[src/rtl/count_pkg.sv]
// Shared constants for the count_gen counter family: run-state encoding and boundary modes.
package count_pkg;

    typedef enum logic [1:0] {
        ST_IDLE = 2'd0,
        ST_UP   = 2'd1,
        ST_DOWN = 2'd2,
        ST_HOLD = 2'd3
    } state_t;

    localparam int MODE_WRAP = 0;
    localparam int MODE_SAT  = 1;

endpackage

[src/rtl/count_next.sv]
// Next-count decode: step/wrap/saturate value plus boundary event and blocked-step flags.
// Latency: purely combinational, zero cycles.
// Backpressure: none; en only gates whether a step is taken.
module count_next
    import count_pkg::*;
#(
    parameter int              WIDTH    = 8,
    parameter longint unsigned MAX      = (64'd1 << WIDTH) - 64'd1,
    parameter int              SAT_MODE = MODE_WRAP
) (
    input  logic [WIDTH-1:0] cnt,
    input  logic             up,
    input  logic             en,
    output logic [WIDTH-1:0] nxt,
    output logic             evt,
    output logic             blocked
);

    localparam logic [WIDTH-1:0] MAX_V = WIDTH'(MAX);

    logic at_max;
    logic at_zero;
    logic boundary;

    assign at_max   = (cnt == MAX_V);
    assign at_zero  = (cnt == '0);
    assign boundary = up ? at_max : at_zero;
    assign evt      = en && boundary;
    assign blocked  = evt && (SAT_MODE == MODE_SAT);

    always_comb begin
        nxt = cnt;
        if (en) begin
            if (boundary) begin
                // Saturating mode holds the boundary; wrap mode jumps to the opposite end.
                if (SAT_MODE == MODE_SAT)
                    nxt = cnt;
                else
                    nxt = up ? '0 : MAX_V;
            end else begin
                nxt = up ? cnt + WIDTH'(1) : cnt - WIDTH'(1);
            end
        end
    end

endmodule

[src/rtl/count_gen.sv]
// Up/down counter with programmable terminal value, wrap/saturate mode, sticky overflow and run-state FSM.
// Latency: one cycle from edge to new CNT/OVF/ST; TC is a combinational decode of CNT and live up.
// Backpressure: none; res > load > EN priority each edge, clr_ovf independent (set beats clear).
module count_gen
    import count_pkg::*;
#(
    parameter int              WIDTH    = 8,
    parameter longint unsigned MAX      = (64'd1 << WIDTH) - 64'd1,
    parameter int              SAT_MODE = MODE_WRAP
) (
    input  logic             clk,
    input  logic             res,
    input  logic             EN,
    input  logic             load,
    input  logic             up,
    input  logic             clr_ovf,
    input  logic [WIDTH-1:0] CNT_In,
    output logic [WIDTH-1:0] CNT,
    output logic             TC,
    output logic             OVF,
    output logic [1:0]       ST
);

    localparam logic [WIDTH-1:0] MAX_V = WIDTH'(MAX);

    logic [WIDTH-1:0] cnt_q;
    logic             ovf_q;
    state_t           state;

    logic [WIDTH-1:0] nxt;
    logic             evt;
    logic             blocked;
    logic [WIDTH-1:0] load_val;

    count_next #(
        .WIDTH    (WIDTH),
        .MAX      (MAX),
        .SAT_MODE (SAT_MODE)
    ) u_next (
        .cnt     (cnt_q),
        .up      (up),
        .en      (EN),
        .nxt     (nxt),
        .evt     (evt),
        .blocked (blocked)
    );

    assign load_val = (CNT_In > MAX_V) ? MAX_V : CNT_In;

    always_ff @(posedge clk) begin
        if (!res) begin
            cnt_q <= '0;
            ovf_q <= 1'b0;
            state <= ST_IDLE;
        end else begin
            if (load) begin
                cnt_q <= load_val;
                state <= ST_IDLE;
            end else if (EN) begin
                cnt_q <= nxt;
                if (blocked)
                    state <= ST_HOLD;
                else
                    state <= up ? ST_UP : ST_DOWN;
            end else begin
                state <= ST_IDLE;
            end

            // A load masks the boundary event, so it can never set the sticky flag.
            if (evt && !load)
                ovf_q <= 1'b1;
            else if (clr_ovf)
                ovf_q <= 1'b0;
        end
    end

    assign CNT = cnt_q;
    assign OVF = ovf_q;
    assign ST  = state;
    assign TC  = (up && (cnt_q == MAX_V)) || (!up && (cnt_q == '0));

endmodule

[config.mk]
export PLATFORM = sky130hd
export DESIGN_NAME = count_gen
export DESIGN_NICKNAME = d
export VERILOG_FILES = /design/src/rtl/count_pkg.sv /design/src/rtl/count_next.sv /design/src/rtl/count_gen.sv
export SDC_FILE = /design/constraint.sdc
export NUM_CORES = 1
export LEC_CHECK = 0
export CAP_MARGIN = 0
export CORE_UTILIZATION = 40
export DETAILED_ROUTE_END_ITERATION = 7
export PLACE_DENSITY = 0.73
export SYNTH_ARGS = -nofsm -noshare
export SYNTH_HDL_FRONTEND = slang
export SYNTH_SLANG_ARGS = --single-unit
[constraint.sdc]
create_clock -name clk -period 1.9 [get_ports clk]
set_input_delay 0.475 -clock clk [delete_from_list [all_inputs] [get_ports clk]]
set_output_delay 0.475 -clock clk [all_outputs]
set_load 0.005 [all_outputs]
==> results.sh <==
export IMPL_cts_clk_slew_worst_paths_ns=0.08
export IMPL_initialDrtViolationCount=30
export IMPL_critPathBufInv=3
export IMPL_synth_simple_area_share=0.226
export IMPL_synth_xor_area_frac=0.0646
export IMPL_setup_violations=4
export IMPL_fillers=129
export IMPL_drive_above_1_share=0.388
export IMPL_fin_cells=185
export IMPL_fp_coreArea_mm2=0.00182
export IMPL_h_tree_depth=1
export IMPL_fin_crit_ns=2.33
export IMPL_cts_sinks=11
export IMPL_synth_fa_ha_area_frac=0.117
export IMPL_dieArea_mm2=0.00222
export IMPL_cts_tree="built"
export IMPL_hp_class="in2reg"
export IMPL_ys_types=33
export IMPL_synth_compound_gate_area_share=0.282
export IMPL_worstPathCellList="or4_4, nor4_4, nor2b_2, buf_4, inv_2, buf_2"
export IMPL_die_h_um=47.1
export IMPL_slowest_delay_ns=0.54
export IMPL_num_vias=1048
export IMPL_viasPerCell=5.66
export IMPL_drcViolationCount=0
export IMPL_fmax_ghz=0.429
export IMPL_overflow=0
export IMPL_critPathMaxFanout=2
export IMPL_leakage_nw=0.614
export IMPL_cp_data_required_time_ns=1.42
export IMPL_synth_seq_cells=11
export IMPL_ir_worst_vdd_mv=0.447
export IMPL_dp_cells=177
export IMPL_cpLargestDelayFamily="simple AND/OR/NAND/NOR gates"
export IMPL_yosysWarningCount=0
export IMPL_io_pins=26
export IMPL_path_class="reg2out"
export IMPL_fin_crit_sh=1.23
export IMPL_synth_edf_count=0
export IMPL_cp_arrival_ns=1.85
export IMPL_synthCells=99
export IMPL_dr_pass1_iters=4
export IMPL_routed_wl_um=3060
export IMPL_grt_max_degree=13
export IMPL_timing_final_ws_setup_ns=-0.429
export IMPL_finalInstanceArea_mm2=0.00146
export IMPL_slew_viol_final=0
export IMPL_cts_path_max_buffers=2
export IMPL_p_per_area_mw_per_mm2=648
export IMPL_place_area_mm2=0.00132
export IMPL_critPathSlowestCell="or4_4"
export IMPL_num_nets_final=182
export IMPL_wire_per_inst_um=16.5
export IMPL_hold_ws_ns=0.537
export IMPL_grt_pass1_wl_um=4060
export IMPL_crit_path_end_kind="output pin"
export IMPL_ys_seq_area_frac=0.271
export IMPL_fp_dieW_um=47.1
export IMPL_startpoint_type="flop"
export IMPL_rsz0062_at_grt="yes"
export IMPL_insertion_delay_ns=0.28
export IMPL_maxCapViolCount=0
export IMPL_grt_pass1_vias=966
export IMPL_start_util=0.447
export IMPL_place_port_buffers=25
export IMPL_antenna_found_initial=0
export IMPL_syn2layout_area_growth_pct=79.7
export IMPL_slew_headroom=0.567
export IMPL_p_total_uw=947
export IMPL_antenna_left=0
export IMPL_synth_ff_type="dfxtp_1"
export IMPL_max_slew_worst_pin_slew_ns=0.641
export IMPL_synth_fp_nets=120
export IMPL_violations="negative setup slack"
export IMPL_synth_top_family_by_area="compound AO/OA/AOI/OAI gates"
export IMPL_antenna_cells=0
export IMPL_fin_util=0.803
export IMPL_cts_root_buffer="clkbuf_4"
export IMPL_rows=15
export IMPL_synthMuxAreaShare=0.0123
export IMPL_gp_congestion=0.836
export IMPL_dp_worst_setup_slack_ns=-0.772
export IMPL_final_setup_tns_ns=-0.542
export IMPL_status="finished with violations"
export IMPL_clock_skew_ns=0.00415
export IMPL_hpwl_um=2070
export IMPL_cts_buffers=3
export IMPL_syn_avg_cell_area_um2=8.21
export IMPL_syn_area_um2=813
export IMPL_hold_viol_final=0
export IMPL_grt_usage=0.269
export IMPL_ys_async_sr_fraction=0
-- power breakdown --
group	internal (mW)	switching, mW
Sequential	0.256	0.0181
Clock	0.0817	0.0943
Combinational	0.277	0.221
Total	0.614	0.333
-- per-layer routing --
metal,share of wire,global-route usage,vias up,wire length [um]
met4,0.046,0.131,0,140
met2,0.51,0.472,56,1550
li1,-,-,486,-
met3,0.056,0.0308,16,170
met1,0.39,0.323,490,1190
met5,0,0,-,0
-- state kept, by name (all words and copies together) (netlist names) --
signal	count
OVF	1
CNT	8
ST	2
-- worst paths after layout --
| kind | start | to | slack [ns] | depth (start not counted) |
|---|---|---|---|---|
| setup / recovery | CNT[7]$_SDFFE_PN0P_ | TC | -0.43 | 6 |
| hold / removal | up | ST[1]$_SDFF_PP0_ | 0.54 | 2 |
| setup reg to reg | CNT[7]$_SDFFE_PN0P_ | CNT[3]$_SDFFE_PN0P_ | -0.05 | 6 |
| hold reg to reg | OVF$_SDFFE_PN0P_ | OVF$_SDFFE_PN0P_ | 0.61 | 3 |
-- synthesized netlist by cell type (all sizes together), types with 2 or more instances --
cell type	n	area, um2
xnor2	3	26.3
o21ai	4	20.0
nor2	13	51.3
a21oi	9	45.0
clkbuf	2	7.51
or2	2	12.5
a21o	2	15.0
inv	4	15.0
nand2b	3	18.8
or3	2	12.5
xor2	3	26.3
ha	6	75.1
o31ai	2	15.0
o311ai	2	17.5
nand2	6	22.5
a211o	2	17.5
o211ai	3	22.5
a211oi	6	45.0
nor3	2	10.0
dfxtp	11	220
o21bai	2	15.0
-- final cells by class --
type / instances / area [um2] / share of cell area
inverters: 4 / 15.0 / 0.0103
multi-input cells: 82 / 658 / 0.450
flip-flops and latches: 11 / 225 / 0.154
repair buffers: 59 / 505 / 0.346
clock buffers: 4 / 26.3 / 0.0180
well taps: 25 / 31.3 / 0.0214
-- cell usage in the layout (no fill, tap or decap), drive strengths merged, types with 3 or more instances in the layout --
cell / instances
nand2b: 3
buf: 35
nor2: 13
nand2: 6
o21ai: 4
inv: 4
ha: 6
clkbuf: 4
o211ai: 3
clkdlybuf4s50: 23
xor2: 3
xnor2: 3
a21oi: 9
dfxtp: 11
a211oi: 6
-- cell families (layout without fill, tap and decap cells) --
kind of cell	Yosys count	count (layout)
AND/OR/NAND/NOR	34	34
multiplexers	1	1
XOR/XNOR	6	6
flip-flops	11	11
AO/OA/AOI/OAI	34	34
buffers and inverters	6	67
adder cells (fa/ha/maj)	7	7
-- what timing repair did --
| action | 4_1_cts | 5_1_grt |
|---|---|---|
| buffers inserted | 9 | 3 |
| pin swaps | 6 | 9 |
| hold buffers | 0 | 0 |
| setup endpoints to repair | 7 | 7 |
| resized for setup | 14 | 16 |
No activity file was read; power rests on OpenSTA's default activity.
